File: src/rtl/d5m_capture_ctrl.sv
// ---------------------------------------------------------------------------
// d5m_capture_ctrl
//
// Frame-capture sequencer for the D5M camera pixel stream. The block arms on
// a start pulse and waits for a frame boundary, so it never captures a partial
// frame. It then tracks pixel and line coordinates and passes only the pixels
// inside a crop window, tagged with SOF/EOL/EOF markers. It captures a
// programmed number of frames, or runs until stopped when cfg_frames is 0.
//
// Pipeline: inputs are registered once (p0). Window and marker decisions are
// made on p0 and registered into the outputs, so o_data/o_valid appear
// 2 sig_clock cycles after the pixel is presented on idata.
//
// Ports:
//   sig_clock, sig_reset_n   pixel clock, asynchronous active-low reset
//   idata, iLValid, iFValid  camera pixel data, line valid, frame valid
//   start, stop              one-cycle pulses: arm capture / end at frame end
//   cfg_x_start/x_end        crop columns, inclusive
//   cfg_y_start/y_end        crop lines, inclusive
//   cfg_frames               frames to capture, 0 = continuous
//   o_data, o_valid          windowed pixel and its qualifier
//   o_sof, o_eol, o_eof      frame-start / line-end / frame-end markers
//   o_x, o_y                 full-frame coordinates of o_data
//   busy, done, err_short    status: not idle / capture complete / short frame
//
// Optional build macro D5M_CAPTURE_TPG_EN: o_data carries the test pattern
// {x[5:0], y[5:0]} instead of camera data, and idata is ignored. Timing,
// o_valid and the markers are unchanged.
// ---------------------------------------------------------------------------
module d5m_capture_ctrl #(
    parameter int DATA_W = 12,
    parameter int CNT_W  = 12,
    parameter int FRM_W  = 8
) (
    input  logic              sig_clock,
    input  logic              sig_reset_n,
    input  logic [DATA_W-1:0] idata,
    input  logic              iLValid,
    input  logic              iFValid,
    input  logic              start,
    input  logic              stop,
    input  logic [CNT_W-1:0]  cfg_x_start,
    input  logic [CNT_W-1:0]  cfg_x_end,
    input  logic [CNT_W-1:0]  cfg_y_start,
    input  logic [CNT_W-1:0]  cfg_y_end,
    input  logic [FRM_W-1:0]  cfg_frames,
    output logic [DATA_W-1:0] o_data,
    output logic              o_valid,
    output logic              o_sof,
    output logic              o_eol,
    output logic              o_eof,
    output logic [CNT_W-1:0]  o_x,
    output logic [CNT_W-1:0]  o_y,
    output logic              busy,
    output logic              done,
    output logic              err_short
);

    typedef enum logic [2:0] {
        S_IDLE,
        S_ARM,
        S_WAIT_SOF,
        S_CAPTURE,
        S_DONE
    } state_t;

    state_t            r_state;

    logic              r_lv_p0;
    logic              r_fv_p0;
    logic              r_lv_p1;
    logic              r_fv_p1;

    logic [CNT_W-1:0]  r_x;
    logic [CNT_W-1:0]  r_y;
    logic [CNT_W-1:0]  r_xs;
    logic [CNT_W-1:0]  r_xe;
    logic [CNT_W-1:0]  r_ys;
    logic [CNT_W-1:0]  r_ye;
    logic [FRM_W-1:0]  r_frames;
    logic [FRM_W-1:0]  r_fcnt;
    logic              r_stop_pend;
    logic              r_sof_pend;
    logic              r_y_hit;

    logic              w_fv_rise;
    logic              w_fv_fall;
    logic              w_lv_fall;
    logic              w_cap;
    logic              w_pix_vld;
    logic              w_x_last;
    logic              w_y_last;
    logic              w_y_hit_now;
    logic              w_last_frame;
    logic [FRM_W-1:0]  w_fcnt_nx;
    logic [DATA_W-1:0] w_data_p0;

    // Saturating increments: coordinates and the frame counter stick at all-ones.
    function automatic logic [CNT_W-1:0] sat_inc_c(input logic [CNT_W-1:0] v);
        return (&v) ? v : v + 1'b1;
    endfunction

    function automatic logic [FRM_W-1:0] sat_inc_f(input logic [FRM_W-1:0] v);
        return (&v) ? v : v + 1'b1;
    endfunction

    // An inverted range (start > end) matches nothing, which empties the window.
    function automatic logic in_win(input logic [CNT_W-1:0] x,  input logic [CNT_W-1:0] y,
                                    input logic [CNT_W-1:0] xs, input logic [CNT_W-1:0] xe,
                                    input logic [CNT_W-1:0] ys, input logic [CNT_W-1:0] ye);
        return (x >= xs) && (x <= xe) && (y >= ys) && (y <= ye);
    endfunction

    // ---- stage p0: registered camera inputs ----
    always_ff @(posedge sig_clock or negedge sig_reset_n) begin
        if (!sig_reset_n) begin
            r_lv_p0 <= 1'b0;
            r_fv_p0 <= 1'b0;
            r_lv_p1 <= 1'b0;
            r_fv_p1 <= 1'b0;
        end else begin
            r_lv_p0 <= iLValid;
            r_fv_p0 <= iFValid;
            r_lv_p1 <= r_lv_p0;
            r_fv_p1 <= r_fv_p0;
        end
    end

`ifdef D5M_CAPTURE_TPG_EN
    logic [11:0] w_tpg;
    assign w_tpg     = {r_x[5:0], r_y[5:0]};
    assign w_data_p0 = DATA_W'(w_tpg);
`else
    logic [DATA_W-1:0] r_data_p0;

    always_ff @(posedge sig_clock) begin
        r_data_p0 <= idata;
    end

    assign w_data_p0 = r_data_p0;
`endif

    assign w_fv_rise    = r_fv_p0 & ~r_fv_p1;
    assign w_fv_fall    = ~r_fv_p0 & r_fv_p1;
    assign w_lv_fall    = ~r_lv_p0 & r_lv_p1;
    assign w_cap        = (r_state == S_CAPTURE);
    assign w_pix_vld    = w_cap & r_lv_p0 & in_win(r_x, r_y, r_xs, r_xe, r_ys, r_ye);
    assign w_x_last     = (r_x == r_xe);
    assign w_y_last     = (r_y == r_ye);
    assign w_y_hit_now  = r_lv_p0 & w_y_last;
    assign w_fcnt_nx    = sat_inc_f(r_fcnt);
    // A stop arriving on the frame-end cycle itself joins the normal DONE path.
    assign w_last_frame = ((r_frames != '0) && (w_fcnt_nx == r_frames)) || r_stop_pend || stop;

    // Coordinates of the pixel currently in p0. Held at 0 outside CAPTURE,
    // so every captured frame starts at (0,0).
    always_ff @(posedge sig_clock or negedge sig_reset_n) begin
        if (!sig_reset_n) begin
            r_x <= '0;
            r_y <= '0;
        end else if (!w_cap) begin
            r_x <= '0;
            r_y <= '0;
        end else if (r_lv_p0) begin
            r_x <= sat_inc_c(r_x);
        end else if (w_lv_fall) begin
            r_x <= '0;
            r_y <= sat_inc_c(r_y);
        end
    end

    // Capture sequencer with registered status outputs.
    always_ff @(posedge sig_clock or negedge sig_reset_n) begin
        if (!sig_reset_n) begin
            r_state     <= S_IDLE;
            busy        <= 1'b0;
            done        <= 1'b0;
            err_short   <= 1'b0;
            r_fcnt      <= '0;
            r_stop_pend <= 1'b0;
            r_sof_pend  <= 1'b0;
            r_y_hit     <= 1'b0;
            r_xs        <= '0;
            r_xe        <= '0;
            r_ys        <= '0;
            r_ye        <= '0;
            r_frames    <= '0;
        end else begin
            done <= 1'b0;
            case (r_state)
                S_IDLE: begin
                    r_stop_pend <= 1'b0;
                    if (start) begin
                        r_state   <= S_ARM;
                        busy      <= 1'b1;
                        err_short <= 1'b0;
                        r_fcnt    <= '0;
                    end
                end
                S_ARM: begin
                    if (stop) begin
                        r_state <= S_IDLE;
                        busy    <= 1'b0;
                    end else if (!r_fv_p0) begin
                        // Frame valid low: the next rising edge is a whole frame.
                        r_state <= S_WAIT_SOF;
                    end
                end
                S_WAIT_SOF: begin
                    if (stop) begin
                        r_state <= S_IDLE;
                        busy    <= 1'b0;
                    end else if (w_fv_rise) begin
                        r_xs       <= cfg_x_start;
                        r_xe       <= cfg_x_end;
                        r_ys       <= cfg_y_start;
                        r_ye       <= cfg_y_end;
                        r_frames   <= cfg_frames;
                        r_sof_pend <= 1'b1;
                        r_y_hit    <= 1'b0;
                        r_state    <= S_CAPTURE;
                    end
                end
                S_CAPTURE: begin
                    if (stop)
                        r_stop_pend <= 1'b1;
                    if (w_pix_vld)
                        r_sof_pend <= 1'b0;
                    if (w_y_hit_now)
                        r_y_hit <= 1'b1;
                    if (w_fv_fall) begin
                        r_fcnt <= w_fcnt_nx;
                        if (!(r_y_hit || w_y_hit_now))
                            err_short <= 1'b1;
                        if (w_last_frame) begin
                            r_state <= S_DONE;
                            done    <= 1'b1;
                        end else begin
                            r_state <= S_WAIT_SOF;
                        end
                    end
                end
                S_DONE: begin
                    r_state     <= S_IDLE;
                    busy        <= 1'b0;
                    r_stop_pend <= 1'b0;
                end
                default: begin
                    r_state <= S_IDLE;
                    busy    <= 1'b0;
                end
            endcase
        end
    end

    // ---- stage p1: windowed output ----
    // Data and coordinates only move on valid pixels, so they read 0 after
    // reset and otherwise hold the last emitted pixel.
    always_ff @(posedge sig_clock or negedge sig_reset_n) begin
        if (!sig_reset_n) begin
            o_valid <= 1'b0;
            o_sof   <= 1'b0;
            o_eol   <= 1'b0;
            o_eof   <= 1'b0;
            o_data  <= '0;
            o_x     <= '0;
            o_y     <= '0;
        end else begin
            o_valid <= w_pix_vld;
            o_sof   <= w_pix_vld & r_sof_pend;
            o_eol   <= w_pix_vld & w_x_last;
            o_eof   <= w_pix_vld & w_x_last & w_y_last;
            if (w_pix_vld) begin
                o_data <= w_data_p0;
                o_x    <= r_x;
                o_y    <= r_y;
            end
        end
    end

endmodule

File: config.mk
export PLATFORM = sky130hd
export DESIGN_NAME = d5m_capture_ctrl
export DESIGN_NICKNAME = d
export VERILOG_FILES = /design/src/rtl/d5m_capture_ctrl.sv
export SDC_FILE = /design/constraint.sdc
export NUM_CORES = 1
export LEC_CHECK = 0
export BUFFER_PORTS_ARGS = -buffer_cell sky130_fd_sc_hd__buf_2
export CORE_MARGIN = 8
export CORE_UTILIZATION = 35
export CTS_BUF_LIST = sky130_fd_sc_hd__clkbuf_4 sky130_fd_sc_hd__clkbuf_8
export CTS_CLUSTER_SIZE = 10
export DETAILED_ROUTE_END_ITERATION = 10
export MAX_ROUTING_LAYER = met4
export PLACE_DENSITY = 0.63
export SLEW_MARGIN = 10
export SYNTH_ARGS = -nofsm -noshare
export SYNTH_HDL_FRONTEND = slang
export SYNTH_SLANG_ARGS = --single-unit
export TNS_END_PERCENT = 10
File: constraint.sdc
create_clock -name sig_clock -period 5.3 [get_ports sig_clock]
set_clock_uncertainty 0.2 [all_clocks]
set_input_delay 0.265 -clock sig_clock [delete_from_list [all_inputs] [get_ports sig_clock]]
set_output_delay 0.265 -clock sig_clock [all_outputs]
set_load 0.005 [all_outputs]
==> results.py <==
metrics = {
    "run_status": {
        "status": "finished clean",
    },
    "final_layout": {
        "final_util_pct": 44.4,
        "fillCellCount": 2002,
        "multi_input_comb_area_um2": 3490,
        "layout_commonest_cell": "dfrtp_1",
        "drive_gt1_share_pct": 28.8,
        "layout_common_cells": "dfrtp_1, buf_2, dlygate4sd3_1, mux2_2, inv_1",
        "seq_area_um2": 3770,
        "antenna_cells": 0,
        "nets": 962,
        "synthToLayoutAreaGrowth_pct": 26.1,
    },
    "setup_path": {
        "cp-end-kind": "flop",
        "required_ns": 5.45,
        "reg2reg_depth": 7,
        "cp.arrival_ns": 3.61,
        "crit_fanout": 36,
        "setup.worst_path.start_class": "flop",
        "r2r_start": "r_x[2]",
        "critPathKind": "flop to flop",
        "r2r_slack_ns": 1.84,
        "r2r-end": "o_y[1]",
    },
    "grt": {
        "grt_pass1_wl_um": 29900,
        "track_usage_pct": 14.6,
        "antenna_found_initial": 0,
        "grt_max_degree": 112,
        "grt_pass1_vias": 5637,
        "grt_remaining_overflow": 0,
    },
    "routing": {
        "vias_per_cell": 4.88,
        "firstDrtPassIters": 4,
        "drc": 0,
        "wl_um": 18100,
        "wl_per_cell_um": 16.0,
        "drtAntennaViolNets": 0,
        "dr_total_vias": 5510,
        "drt_iter0_drc": 345,
    },
    "sta": {
        "worst_slew_pin_slew_ns": 1.13,
        "rsz0062_at_grt": "no",
        "hold_violations": 0,
        "max_freq_ghz": 0.289,
        "min_period_over_period_pct": 65.4,
        "fin_setup_tns_ns": 0,
        "final-max-slew-violation-count": 0,
        "min_period_ns": 3.46,
        "fin_hold_ws_ns": 0.224,
        "setup_viol": 0,
        "slew-limit-headroom_pct": 24.5,
    },
    "synthesis": {
        "ys_top_cells_by_area": "dfrtp_1, mux2_2, ha_1, mux2_4, dfxtp_1",
        "synth_area_per_cell_um2": 11.7,
        "seq_area_frac_synth_pct": 49.7,
        "yosysWarningCount": 0,
        "syn_area_um2": 7580,
        "ys_ff_latch": 153,
        "ys_types": 57,
        "yosysTopAreaCell": "dfrtp_1",
        "async_reset_ff_share_pct": 92.2,
        "synth_nets": 772,
        "synthesis.instances": 647,
        "synth_edf_count": 0,
        "ys.flop_type": "dfrtp_1",
        "synth_top_area_share_pct": 46.6,
    },
    "die": {
        "ios": 117,
        "floorplan.rows": 54,
        "die_w_um": 163,
        "die_height_um": 163,
        "die-area_um2": 26600,
        "start_util_pct": 35.2,
        "core_region_area_um2": 21600,
    },
    "placed_design": {
        "place_congestion": 0.894,
        "portBuffers": 116,
        "place_hpwl_um": 12900,
    },
    "power_and_ir_drop": {
        "combPwrFrac_pct": 28.1,
        "p_int_w": 0.00234,
        "sequentialPowerShare_pct": 46.7,
        "p_total_w": 0.00355,
        "powerDensity_nw_per_um2": 371,
        "power_leakage_nw": 4.75,
        "clkPwrFrac_pct": 25.2,
        "p_sw_share_pct": 34.1,
        "switching_power_w": 0.00121,
        "irDropWorstVdd_mv": 0.185,
    },
    "clock_tree": {
        "cts_buffers": 17,
        "clk_latency_ns": 0.46,
        "clock-sinks": 153,
        "cts_tree": "done",
        "clock_path_buffers": 2,
        "cts.htree.levels": 4,
        "clkSlewWorstSetupHoldPaths_ns": 0.10,
        "cts-root-buf": "clkbuf_8",
        "post_cts_buffers": 0,
    },
    "worst_hold_path": {
        "hold_depth": 2,
        "min_to": "r_data_p0[11]",
        "hp-start": "idata[11]",
        "min_path_type": "input port to flop",
    },
    "flow_run": {
        "maxCapViolations": 0,
    },
}
-- metrics by stage --
| stage | instances | setup WS [ns] | instance area [um^2] |
|---|---|---|---|
| after global routing | 1130 | 1.67 | 9560 |
| after CTS | 1130 | 1.87 | 9560 |
| final | 1130 | 1.84 | 9560 |
| after floorplan | 647 | 2.64 | 7580 |
| after detailed placement | 1025 | 1.90 | 8420 |
| after global placement | 1025 | 1.97 | 8420 |
-- worst max path at each step --
| stage | start | end | slack, ns | depth (start not counted) |
|---|---|---|---|---|
| floorplan | r_y[2] | o_data[0] | 2.64 | 9 |
| global placement | r_y[2] | o_y[1] | 1.97 | 7 |
| detailed placement | r_y[2] | o_y[1] | 1.90 | 7 |
| CTS | r_x[2] | o_y[1] | 1.87 | 7 |
| global route | r_y[2] | o_y[1] | 1.67 | 7 |
| finish | r_x[2] | o_y[1] | 1.84 | 7 |
-- power by group through the flow --
stage | logic (W) | registers [W] | clock network [W]
2_1_floorplan | 0.000728 | 0.00160 | 0
3_3_place_gp | 0.000948 | 0.00166 | 0
3_5_place_dp | 0.000967 | 0.00168 | 0
4_1_cts | 0.00101 | 0.00166 | 0.000935
5_1_grt | 0.00113 | 0.00170 | 0.000984
6_report | 0.000996 | 0.00166 | 0.000895
-- kinds of logic (layout without fill, tap and decap cells) --
group,count (synthesis),count (layout),synth area share [%]
AND/OR/NAND/NOR,156,156,10.8
buffers and inverters,75,278,4.31
adder cells (fa/ha/maj),51,51,8.42
AO/OA/AOI/OAI,87,87,7.69
flip-flops,153,153,49.7
multiplexers,96,96,15.7
XOR/XNOR,29,29,3.35
-- worst max-delay path: stages, from the launching register on --
cell	delay, ns
dfrtp_1	0.54
ha_1	0.29
or4_1	0.50
a21oi_1	0.14
nor4_1	0.08
o22ai_1	0.25
a2111o_2	0.91
mux2_1	0.40
-- registers in the layout, summed over array words and instances, names as in the netlist, 3 cells and up --
| register | cells |
|---|---|
| r_x | 12 |
| r_state | 3 |
| r_frames | 8 |
| o_y | 12 |
| o_data | 12 |
| r_y | 12 |
| r_data_p0 | 12 |
| r_xs | 12 |
| r_ye | 12 |
| o_x | 12 |
| r_fcnt | 8 |
| r_ys | 12 |
| r_xe | 12 |
-- final cells by class --
class	count	area share (%)
sequential	153	39.4
inverter	54	2.12
tap	280	3.66
multi-input combinational	419	36.5
clock inverter	15	1.82
clock buffer	17	2.45
timing repair buffer	192	14.0
-- layer usage --
metal	vias up	track usage (%)	share of wire [%]
met5	-	-	0
met4	0	4.09	0.99
met3	14	3.58	5.1
met2	139	22.5	47
met1	2674	18.8	47
li1	2683	-	-
-- repair_timing --
action | CTS | global route
hold buffers | 73 | 0
gates resized for setup | 0 | 0
endpoints found under the hold margin | 184 | 0
-- cell usage after synthesis, types with 2 or more instances --
library cell and instances:
mux2i_1 2, dfxtp_1 12, a31oi_1 5, o211ai_1 2, or2_2 2, xor2_1 18, nand4_1 18, and3_1 5
buf_2 3, a211oi_1 7, inv_1 54, nor2b_1 4, or4_1 2, dfrtp_1 141, mux2_4 30, mux2_1 6
o22ai_1 2, clkbuf_1 5, a311oi_1 3, xnor2_1 11, nand2b_1 8, or3_1 3, o21ai_0 16, a21o_1 6
mux2_2 58, nand3b_1 2, and2_1 7, a21oi_1 29, nand2_1 22, buf_1 6, nor4_1 5, a221oi_1 2
ha_1 51, nand3_1 15, buf_4 3, and4_1 7, nor3_1 13, buf_6 4, nor2_1 40
Power figures use the tool's default switching activity.
